<file path="src/rtl/clk_reset_ctrl_if.sv">
// clk_reset_ctrl_if: bundles the PLL/core-facing signals of the reset controller.
// master drives lock/request/kick and observes the resets; slave is the controller.
interface clk_reset_ctrl_if;
    logic       pll_locked;
    logic       sw_reset_req;
    logic       wdt_kick;
    logic       periph_reset_n;
    logic       start_reset_n;
    logic       core_reset_n;
    logic       sys_ready;
    logic       lock_lost;
    logic [1:0] rst_cause;

    modport master (
        output pll_locked, sw_reset_req, wdt_kick,
        input  periph_reset_n, start_reset_n, core_reset_n,
               sys_ready, lock_lost, rst_cause
    );

    modport slave (
        input  pll_locked, sw_reset_req, wdt_kick,
        output periph_reset_n, start_reset_n, core_reset_n,
               sys_ready, lock_lost, rst_cause
    );
endinterface

</file>
<file path="src/rtl/clk_reset_ctrl.sv">
// clk_reset_ctrl: qualifies PLL lock, then releases peripheral, start-sequence
// and core resets in a staggered order; re-enters reset on lock loss or on a
// software request and records the cause.
// Optional watchdog: define RSTCTRL_WDT_EN to enable it.
module clk_reset_ctrl #(
    parameter int LOCK_STABLE_CYCLES = 256,
    parameter int STAGE_GAP          = 16,
    parameter int SW_RST_CYCLES      = 32,
    parameter int WDT_TIMEOUT        = 65536
) (
    input  logic            clk,
    input  logic            reset_n,
    clk_reset_ctrl_if.slave bus
);

    localparam int MAX_AB  = (LOCK_STABLE_CYCLES > STAGE_GAP) ? LOCK_STABLE_CYCLES : STAGE_GAP;
    localparam int MAX_SEQ = (MAX_AB > SW_RST_CYCLES) ? MAX_AB : SW_RST_CYCLES;
`ifdef RSTCTRL_WDT_EN
    localparam int MAX_CNT = (MAX_SEQ > WDT_TIMEOUT) ? MAX_SEQ : WDT_TIMEOUT;
`else
    localparam int MAX_CNT = MAX_SEQ;
`endif
    localparam int CNT_W   = $clog2(MAX_CNT);

    localparam logic [CNT_W-1:0] LOCK_LAST = CNT_W'(LOCK_STABLE_CYCLES - 1);
    localparam logic [CNT_W-1:0] GAP_LAST  = CNT_W'(STAGE_GAP - 1);
    localparam logic [CNT_W-1:0] SWR_LAST  = CNT_W'(SW_RST_CYCLES - 1);
`ifdef RSTCTRL_WDT_EN
    localparam logic [CNT_W-1:0] WDT_LAST  = CNT_W'(WDT_TIMEOUT - 1);
`endif

    localparam logic [1:0] CAUSE_LOCK = 2'b01;
    localparam logic [1:0] CAUSE_SW   = 2'b10;
`ifdef RSTCTRL_WDT_EN
    localparam logic [1:0] CAUSE_WDT  = 2'b11;
`endif

    typedef enum logic [2:0] {
        WAIT_LOCK,
        STABLE,
        REL_PERIPH,
        REL_START,
        REL_CORE,
        RUN,
        SW_RST
    } state_t;

    logic             r_sync1;
    logic             r_locked_s;
    state_t           r_state;
    logic [CNT_W-1:0] r_cnt;
    logic             r_periph_n;
    logic             r_start_n;
    logic             r_core_n;
    logic             r_ready;
    logic             r_lock_lost;
    logic [1:0]       r_cause;

    state_t           w_state_nxt;
    logic [CNT_W-1:0] w_cnt_nxt;
    logic [CNT_W-1:0] w_cnt_inc;
    logic             w_lock_lost_nxt;
    logic [1:0]       w_cause_nxt;
    logic             w_wdt_expire;
    logic             w_periph_nxt;
    logic             w_start_nxt;
    logic             w_core_nxt;
    logic             w_ready_nxt;

    assign w_cnt_inc = r_cnt + CNT_W'(1);

    // The single counter doubles as the watchdog timer, since it is idle in RUN.
`ifdef RSTCTRL_WDT_EN
    assign w_wdt_expire = (r_state == RUN) && !bus.wdt_kick && (r_cnt == WDT_LAST);
`else
    assign w_wdt_expire = 1'b0;
`endif

    // Two-flop synchronizer for the PLL lock, which is asynchronous to clk.
    always_ff @(posedge clk or negedge reset_n) begin
        if (!reset_n) begin
            r_sync1    <= 1'b0;
            r_locked_s <= 1'b0;
        end else begin
            r_sync1    <= bus.pll_locked;
            r_locked_s <= r_sync1;
        end
    end

    // Next-state logic; lock loss outranks the watchdog, which outranks software.
    always_comb begin
        w_state_nxt     = r_state;
        w_cnt_nxt       = '0;
        w_lock_lost_nxt = r_lock_lost;
        w_cause_nxt     = r_cause;
        if (r_state != WAIT_LOCK && !r_locked_s) begin
            w_state_nxt = WAIT_LOCK;
            if (r_state != STABLE) begin
                w_lock_lost_nxt = 1'b1;
                w_cause_nxt     = CAUSE_LOCK;
            end
        end else begin
            case (r_state)
                WAIT_LOCK: begin
                    if (r_locked_s) begin
                        w_state_nxt = STABLE;
                    end
                end
                STABLE: begin
                    if (r_cnt == LOCK_LAST) w_state_nxt = REL_PERIPH;
                    else                    w_cnt_nxt   = w_cnt_inc;
                end
                REL_PERIPH: begin
                    if (r_cnt == GAP_LAST) w_state_nxt = REL_START;
                    else                   w_cnt_nxt   = w_cnt_inc;
                end
                REL_START: begin
                    if (r_cnt == GAP_LAST) w_state_nxt = REL_CORE;
                    else                   w_cnt_nxt   = w_cnt_inc;
                end
                REL_CORE: begin
                    if (r_cnt == GAP_LAST) w_state_nxt = RUN;
                    else                   w_cnt_nxt   = w_cnt_inc;
                end
                RUN: begin
                    if (w_wdt_expire) begin
                        w_state_nxt = SW_RST;
`ifdef RSTCTRL_WDT_EN
                        w_cause_nxt = CAUSE_WDT;
`endif
                    end else if (bus.sw_reset_req) begin
                        w_state_nxt = SW_RST;
                        w_cause_nxt = CAUSE_SW;
                    end else begin
`ifdef RSTCTRL_WDT_EN
                        if (!bus.wdt_kick) begin
                            w_cnt_nxt = w_cnt_inc;
                        end
`endif
                    end
                end
                SW_RST: begin
                    if (r_cnt == SWR_LAST) w_state_nxt = REL_PERIPH;
                    else                   w_cnt_nxt   = w_cnt_inc;
                end
                default: begin
                    w_state_nxt = WAIT_LOCK;
                end
            endcase
        end
    end

    // Reset outputs are decoded from the next state so each release lands on the entering edge.
    always_comb begin
        w_periph_nxt = 1'b0;
        w_start_nxt  = 1'b0;
        w_core_nxt   = 1'b0;
        w_ready_nxt  = 1'b0;
        case (w_state_nxt)
            REL_PERIPH: begin
                w_periph_nxt = 1'b1;
            end
            REL_START: begin
                w_periph_nxt = 1'b1;
                w_start_nxt  = 1'b1;
            end
            REL_CORE: begin
                w_periph_nxt = 1'b1;
                w_start_nxt  = 1'b1;
                w_core_nxt   = 1'b1;
            end
            RUN: begin
                w_periph_nxt = 1'b1;
                w_start_nxt  = 1'b1;
                w_core_nxt   = 1'b1;
                w_ready_nxt  = 1'b1;
            end
            default: begin
                w_periph_nxt = 1'b0;
            end
        endcase
    end

    // State, counter and all registered outputs.
    always_ff @(posedge clk or negedge reset_n) begin
        if (!reset_n) begin
            r_state     <= WAIT_LOCK;
            r_cnt       <= '0;
            r_periph_n  <= 1'b0;
            r_start_n   <= 1'b0;
            r_core_n    <= 1'b0;
            r_ready     <= 1'b0;
            r_lock_lost <= 1'b0;
            r_cause     <= 2'b00;
        end else begin
            r_state     <= w_state_nxt;
            r_cnt       <= w_cnt_nxt;
            r_periph_n  <= w_periph_nxt;
            r_start_n   <= w_start_nxt;
            r_core_n    <= w_core_nxt;
            r_ready     <= w_ready_nxt;
            r_lock_lost <= w_lock_lost_nxt;
            r_cause     <= w_cause_nxt;
        end
    end

    assign bus.periph_reset_n = r_periph_n;
    assign bus.start_reset_n  = r_start_n;
    assign bus.core_reset_n   = r_core_n;
    assign bus.sys_ready      = r_ready;
    assign bus.lock_lost      = r_lock_lost;
    assign bus.rst_cause      = r_cause;

endmodule

</file>
<file path="src/flat_wrapper.sv">
// flat-port wrapper written by rule: the top's interface ports become plain ports
module clk_reset_ctrl_flat 
#(
    parameter int LOCK_STABLE_CYCLES = 256,
    parameter int STAGE_GAP          = 16,
    parameter int SW_RST_CYCLES      = 32,
    parameter int WDT_TIMEOUT        = 65536
)
  (clk, reset_n, bus_pll_locked, bus_sw_reset_req, bus_wdt_kick, bus_periph_reset_n, bus_start_reset_n, bus_core_reset_n, bus_sys_ready, bus_lock_lost, bus_rst_cause);
  clk_reset_ctrl_if bus_i ();
  input  logic clk;
  input  logic reset_n;
  input wire logic [$bits(bus_i.pll_locked)-1:0] bus_pll_locked;
  input wire logic [$bits(bus_i.sw_reset_req)-1:0] bus_sw_reset_req;
  input wire logic [$bits(bus_i.wdt_kick)-1:0] bus_wdt_kick;
  output wire logic [$bits(bus_i.periph_reset_n)-1:0] bus_periph_reset_n;
  output wire logic [$bits(bus_i.start_reset_n)-1:0] bus_start_reset_n;
  output wire logic [$bits(bus_i.core_reset_n)-1:0] bus_core_reset_n;
  output wire logic [$bits(bus_i.sys_ready)-1:0] bus_sys_ready;
  output wire logic [$bits(bus_i.lock_lost)-1:0] bus_lock_lost;
  output wire logic [$bits(bus_i.rst_cause)-1:0] bus_rst_cause;
  assign bus_i.pll_locked = bus_pll_locked;
  assign bus_i.sw_reset_req = bus_sw_reset_req;
  assign bus_i.wdt_kick = bus_wdt_kick;
  assign bus_periph_reset_n = bus_i.periph_reset_n;
  assign bus_start_reset_n = bus_i.start_reset_n;
  assign bus_core_reset_n = bus_i.core_reset_n;
  assign bus_sys_ready = bus_i.sys_ready;
  assign bus_lock_lost = bus_i.lock_lost;
  assign bus_rst_cause = bus_i.rst_cause;
  clk_reset_ctrl #(.LOCK_STABLE_CYCLES(LOCK_STABLE_CYCLES), .STAGE_GAP(STAGE_GAP), .SW_RST_CYCLES(SW_RST_CYCLES), .WDT_TIMEOUT(WDT_TIMEOUT)) u_core (.clk(clk), .reset_n(reset_n), .bus(bus_i));
endmodule
</file>
<file path="config.mk">
export PLATFORM = sky130hd
export DESIGN_NAME = clk_reset_ctrl_flat
export DESIGN_NICKNAME = d
export VERILOG_FILES = /design/src/rtl/clk_reset_ctrl_if.sv /design/src/rtl/clk_reset_ctrl.sv /design/src/flat_wrapper.sv
export SDC_FILE = /design/constraint.sdc
export NUM_CORES = 1
export LEC_CHECK = 0
export ABC_AREA = 1
export BUFFER_PORTS_ARGS = -buffer_cell sky130_fd_sc_hd__buf_2
export CORE_ASPECT_RATIO = 1.1
export CORE_MARGIN = 2
export CORE_UTILIZATION = 30
export DETAILED_ROUTE_END_ITERATION = 6
export PLACE_DENSITY_LB_ADDON = 0.15
export SETUP_SLACK_MARGIN = 0.1
export SLEW_MARGIN = 5
export SYNTH_ARGS = -nofsm -noshare
export SYNTH_HDL_FRONTEND = slang
export SYNTH_SLANG_ARGS = --single-unit
</file>
<file path="constraint.sdc">
create_clock -name clk -period 1.9 [get_ports clk]
set_input_delay 0.19 -clock clk [delete_from_list [all_inputs] [get_ports clk]]
set_output_delay 0.19 -clock clk [all_outputs]
set_load 0.02 [all_outputs]
</file>
==> results of run 1 <==
-- sequential cells by signal, summed over array words and instances (netlist names) --
name / cells
u_core.r_cnt: 8
u_core.r_state: 3
u_core.bus.rst_cause: 2
u_core.bus.core_reset_n: 1
u_core.bus.lock_lost: 1
u_core.bus.periph_reset_n: 1
u_core.bus.start_reset_n: 1
u_core.bus.sys_ready: 1
u_core.r_locked_s: 1
u_core.r_sync1: 1
-- stage by stage --
stage          hold slack [ns]  total power (W)  utilization (%)  setup WS, ns  area, um2
2_1_floorplan           -0.106         0.000604                -         0.570        976
3_3_place_gp             0.167         0.000653             34.8         0.442       1070
3_5_place_dp             0.175         0.000658             34.8         0.408       1070
4_1_cts                  0.181          0.00101             37.1         0.391       1140
5_1_grt                  0.198          0.00106             37.1         0.211       1140
6_report                 0.189         0.000992             37.1         0.407       1140
-- synth_stat cells --
cell type | number | area share, %
a21oi_1 | 3 | 1.5
nand2_2 | 1 | 0.64
clkinv_1 | 1 | 0.38
or2_1 | 2 | 1.3
xor2_1 | 3 | 2.7
o21ai_1 | 1 | 0.51
dfrtp_1 | 20 | 51
inv_2 | 2 | 0.77
nand3_2 | 4 | 4.1
nand3b_1 | 1 | 0.77
nor3_2 | 1 | 1.0
nor2_1 | 21 | 8.1
o21ai_0 | 2 | 1.0
nand2_1 | 25 | 9.6
nand4_1 | 1 | 0.64
inv_1 | 16 | 6.2
nand3_1 | 10 | 5.1
nor2_2 | 2 | 1.3
xnor2_1 | 2 | 1.8
ha_1 | 1 | 1.3
-- area by class of cell --
class	count	area share, %
Sequential cell	20	43.9
Tap cell	34	3.73
Clock buffer	3	1.97
Inverter	19	6.25
Clock inverter	1	2.63
Timing Repair Buffer	12	6.14
Multi-Input combinational cell	80	35.4
-- power by group through the flow --
stage / clock network, W / logic [W] / registers [W]
2_1_floorplan: 0 / 0.000130 / 0.000474
5_1_grt: 0.000379 / 0.000211 / 0.000472
3_5_place_dp: 0 / 0.000180 / 0.000477
6_report: 0.000347 / 0.000177 / 0.000468
4_1_cts: 0.000361 / 0.000184 / 0.000469
3_3_place_gp: 0 / 0.000176 / 0.000477
-- worst max-delay path, cell delays in order (launching register included) --
cell	delay (ns)
dfrtp_1	0.41
ha_1	0.24
nand3_2	0.11
clkinv_1	0.12
nand3_1	0.09
nand2_1	0.08
nand3_1	0.15
nand3_2	0.14
nor2_2	0.09
-- what timing repair did --
| action | 4_1_cts | 5_1_grt |
|---|---|---|
| gates resized for setup | 0 | 0 |
| hold buffers | 2 | 0 |
| hold endpoints to repair | 21 | 0 |
-- layer usage --
metal,vias to the layer above,wire (um),GRT usage (%)
met4,0,46,6.10
met1,342,771,13.1
met3,5,57,2.83
met5,-,0,0
met2,12,883,20.6
li1,401,-,-
-- cells by family after synthesis --
| logic type | count (synthesis) |
|---|---|
| xor gates and xnor gates | 5 |
| DFF | 20 |
| adders and majority gates | 1 |
| buffers and inverters | 19 |
| AOI/OAI and AO/OA | 6 |
| and+or+nand+nor | 68 |
-- worst paths after layout --
| check | startpoint | end | slack (ns) |
|---|---|---|---|
| worst max-delay path | u_core.r_cnt[0]$_DFF_PN0_ | u_core.bus.sys_ready$_DFF_PN0_ | 0.41 |
| worst min-delay path | bus_sw_reset_req | u_core.bus.rst_cause[1]$_DFFE_PN0P_ | 0.19 |
| worst max register to register | u_core.r_cnt[0]$_DFF_PN0_ | u_core.bus.sys_ready$_DFF_PN0_ | 0.41 |
| worst min register to register | u_core.r_sync1$_DFF_PN0_ | u_core.r_locked_s$_DFF_PN0_ | 0.36 |
| max in group asynchronous | reset_n | u_core.bus.rst_cause[1]$_DFFE_PN0P_ | 1.23 |
| min in group asynchronous | reset_n | u_core.r_cnt[4]$_DFF_PN0_ | 0.36 |
==> out/results.txt, run 1 <==
Multiplexer share of the synthesized area: 0%
Worst setup SP type: flop
Worst-case clock buffer depth: 2
Most common cell after layout, fill and taps aside: nand2_1
Hold path depth: 3
Hold Path Class: in2reg
Core ar.: 3070 um2
H-tree depth: 1
CP Max Fanout: 4
Nets: 142
Post-Synth Adder-Cell Area: 1.28%
Initial core utilization: 31.7%
Avg Inst Size Synth: 8.20 um2
Final hold vios: 0
Initial antenna violation count: 0
Grt ovf: 0
PD cells: 869 nW/um2
Post-synthesis simple-gate area fraction: 32.6%
Drt via density: 4.50
Standard-cell rows: 21
Req. time, crit path: 2.15 ns
Cell Int Power: 0.000712 W
Power share of the clock group: 35.0%
Worst-Skew Late Latency: 0.30 ns
Drt drc: 0
Main combinational cell family by area after synthesis: simple AND/OR/NAND/NOR gates
Sw Share: 28.3%
Min cycle time layout: 1.49 ns
Kind of critical path: reg2reg
FF-to-FF path depth: 8
Max-Cap Viols: 0
Clock transition at path regs: 0.11 ns
Reg area: 500 um2
Initial DRC count: 13
Synth-to-layout area growth: 16.9%
Area of the multi-input gates: 404 um2
Combinational Power Share: 17.9%
Xor and xnor area share after synthesis: 4.49%
Post-synthesis compound-gate area fraction: 3.08%
Fin crit share: 78.6%
Max VDD drop: 0.000436 V
Final wirelength: 1.76 mm
N_diodes: 0
Post-CTS setup buffer count: 0
Syn_nets: 125
Status: finished clean
Yosys cell types: 20
Yosys warns: 0
Slew headroom: 69.9%
Sw power: 0.000281 W
Gate Count Post-Synth: 119
First-pass GRT wire length: 3.31 mm
Clk sinks: 20
Drt pass-1 iters: 4
Die footprint: 3730 um2
Placed cells: 163
Worst Tran Pin Value: 0.452 ns
I/O Buffers: 10
Seq/Total Area, Yosys: 51.3%
Share of post-route cells with drive strength above 1: 17.8%
Critical Path Sink Type: flop
Routed via count: 760
Post-DR wirelength/cell: 10.4 um
I/O pins: 12
Fmax: 0.670 GHz
Commonest cells after routing, fill and taps aside: 25 x nand2_1, 21 x nor2_1, 20 x dfrtp_1
GP Congestion: 0.785
Root buffer cell: clkbuf_4
Setup Skew: 0.00337 ns
Setup_tns: 0 ns
Largest net degree at the start of global routing: 21
Unrepaired setup endpoints after global routing: false
TritonCTS clock tree: built
Vias in the first global route: 802
Chip height: 63.8 um
Post-DRT Antenna Nets: 0
Layout Cells excl Fill: 169
Final Max Tran Viols: 0
Mapped Area: 976 um2
Final setup violating endpoints: 0
Die W: 58.4 um
Sequential power share: 47.2%
All-Layer GR Usage: 11.9%
Yosys reg bits: 20
Final HPWL DP: 1.41 mm
TritonCTS buffer count: 3
Pleak: 0.602 nW
Crit path DAT: 1.74 ns
Fill count: 324
No activity file was read; power rests on OpenSTA's default activity.
==> inputs of run 2 (changes only) <==
- clock period: 1.9 -> 1.2 ns (I/O delays scaled with it)
==> run 2 against run 1 <==
Critical path depth unchanged. The flow now finishes with violations (negative setup slack). Cell area up 29%. Non-clock buffer count up 22. Clock skew up 0.0045 ns. Clock-buffer cell count is the same. Global-route usage is 1.1 points higher. Worst hold slack improved by 0.0078 ns. Register-to-register slack worse by 0.54 ns.
==> out/results.txt, run 2 (synthesis results as in run 1) <==
H-tree depth: 1
Slew headroom: 69.9%
Share of post-route cells with drive strength above 1: 51.3%
Final Max Tran Viols: 0
R2R Setup Slk: -0.13 ns
Max VDD drop: 0.000797 V
Met2 routed WL: 1.19 mm
Sequential power share: 44.8%
Post-DR wirelength/cell: 11.3 um
WHS: 0.197 ns
Drt pass-1 iters: 2
Combinational Power Share: 36.3%
Crit path DAT: 1.59 ns
Worst setup margin: -0.135 ns
Fmax: 0.749 GHz
Hold Path Class: in2reg
Clk sinks: 20
CP Max Fanout: 4
Worst-case clock buffer depth: 2
WL met1: 867 um
I/O pins: 12
Fin crit share: 111%
Drt via density: 4.53
All-Layer GR Usage: 13.0%
Routed via count: 861
First-pass GRT wire length: 3.68 mm
Worst setup SP type: flop
Power share of the clock group: 18.9%
Initial antenna violation count: 0
Drt drc: 0
PD cells: 1150 nW/um2
Die footprint: 3730 um2
DR top layer: met4
Post-DRT Antenna Nets: 0
Max-Cap Viols: 0
Die W: 58.4 um
Sw Share: 33.3%
Largest Register: u_core.r_cnt
Synth-to-layout area growth: 50.6%
Pleak: 0.712 nW
Clock transition at path regs: 0.11 ns
Setup Skew: 0.00788 ns
Core ar.: 3070 um2
Chip height: 63.8 um
GP Congestion: 0.800
Final HPWL DP: 1.48 mm
Placed Area: 1210 um2
Final setup violating endpoints: 15
Most common cell after layout, fill and taps aside: buf_4
Unrepaired setup endpoints after global routing: true
Failing checks: negative setup slack
Initial DRC count: 9
Setup_tns: -1.38 ns
Fill count: 310
Commonest cells after routing, fill and taps aside: 19 x buf_4, 18 x nand2_1, 15 x dfrtp_1
Status: complete, but fails checks
Worst Tran Pin Value: 0.451 ns
Max FFs per register: 8
Final Cell Area: 1470 um2
Standard-cell rows: 21
Initial core utilization: 31.7%
Kind of critical path: reg2reg
Largest net degree at the start of global routing: 21
Cell Int Power: 0.00113 W
Req. time, crit path: 1.45 ns
I/O Buffers: 10
Grt ovf: 0
Vias in the first global route: 859
TritonCTS clock tree: built
TritonCTS buffer count: 3
Pre-CTS WS: -0.116 ns
Min cycle time layout: 1.33 ns
Final wirelength: 2.14 mm
Nets: 164
WL met3: 39 um
Sw power: 0.000564 W
Worst-Skew Late Latency: 0.30 ns
Final hold vios: 0
N_diodes: 0
Critical Path Sink Type: flop
Root buffer cell: clkbuf_4
-- run 2: changes by cell type in the layout (fill, tap and decap cells not counted), moves of 5 or more --
cell and delta:
inv_1 -5, nand3_4 +5, nand2_2 +5, dfrtp_2 +5
dfrtp_1 -5, buf_4 +19, nand2_1 -7, nor2_1 -8
-- run 2: worst paths after layout --
check,start,endpoint,cells after the start
worst min-delay path,bus_sw_reset_req,u_core.bus.rst_cause[1]$_DFFE_PN0P_,4
max in group asynchronous,reset_n,u_core.r_state[0]$_DFF_PN0_,2
worst max register to register,u_core.r_cnt[1]$_DFF_PN0_,u_core.bus.periph_reset_n$_DFF_PN0_,8
worst max-delay path,u_core.r_cnt[1]$_DFF_PN0_,u_core.bus.periph_reset_n$_DFF_PN0_,8
min in group asynchronous,reset_n,u_core.bus.sys_ready$_DFF_PN0_,2
worst min register to register,u_core.r_sync1$_DFF_PN0_,u_core.r_locked_s$_DFF_PN0_,0
-- run 2: repair_timing --
action,4_1_cts,5_1_grt
endpoints found under the setup margin,18,18
gates resized for setup,12,34
hold endpoints to repair,21,0
pin swaps,5,10
hold buffers,2,0
buffers inserted,2,7
-- run 2: final cells by class --
type | instances | area (um2) | share of cell area, %
Tap cell | 34 | 42.5 | 2.89
Sequential cell | 20 | 507 | 34.5
Multi-Input combinational cell | 80 | 573 | 39.0
Inverter | 19 | 78.8 | 5.36
Timing Repair Buffer | 34 | 246 | 16.8
Clock buffer | 3 | 22.5 | 1.53
-- run 2: layer usage --
layer	GRT usage (%)	up-vias
met5	0	-
met4	6.98	0
met3	1.82	4
met2	21.3	6
met1	16.2	404
li1	-	447
-- run 2: per-stage QoR --
step / cells / util, % / power [W]
after floorplan: 119 / - / 0.000975
after detailed placement: 177 / 39.5 / 0.00113
after global placement: 177 / 39.5 / 0.00112
after CTS: 183 / 42.5 / 0.00152
after global routing: 190 / 47.8 / 0.00181
final: 190 / 47.8 / 0.00169
-- run 2: critical path, cell delays in order, from the launching register on --
cell and delay (ns):
dfrtp_1 0.42, ha_4 0.16, nand3_4 0.09, clkinv_4 0.08
nand3_1 0.08, nand2_2 0.11, nand3_4 0.10, nand3b_1 0.18
nand2_2 0.07
-- run 2: power by group through the flow --
stage          combinational (W)  sequential (W)  clock [W]
6_report                0.000614        0.000758   0.000320
3_5_place_dp            0.000377        0.000758          0
4_1_cts                 0.000431        0.000745   0.000344
3_3_place_gp            0.000368        0.000756          0
5_1_grt                 0.000681        0.000765   0.000365
2_1_floorplan           0.000220        0.000755          0
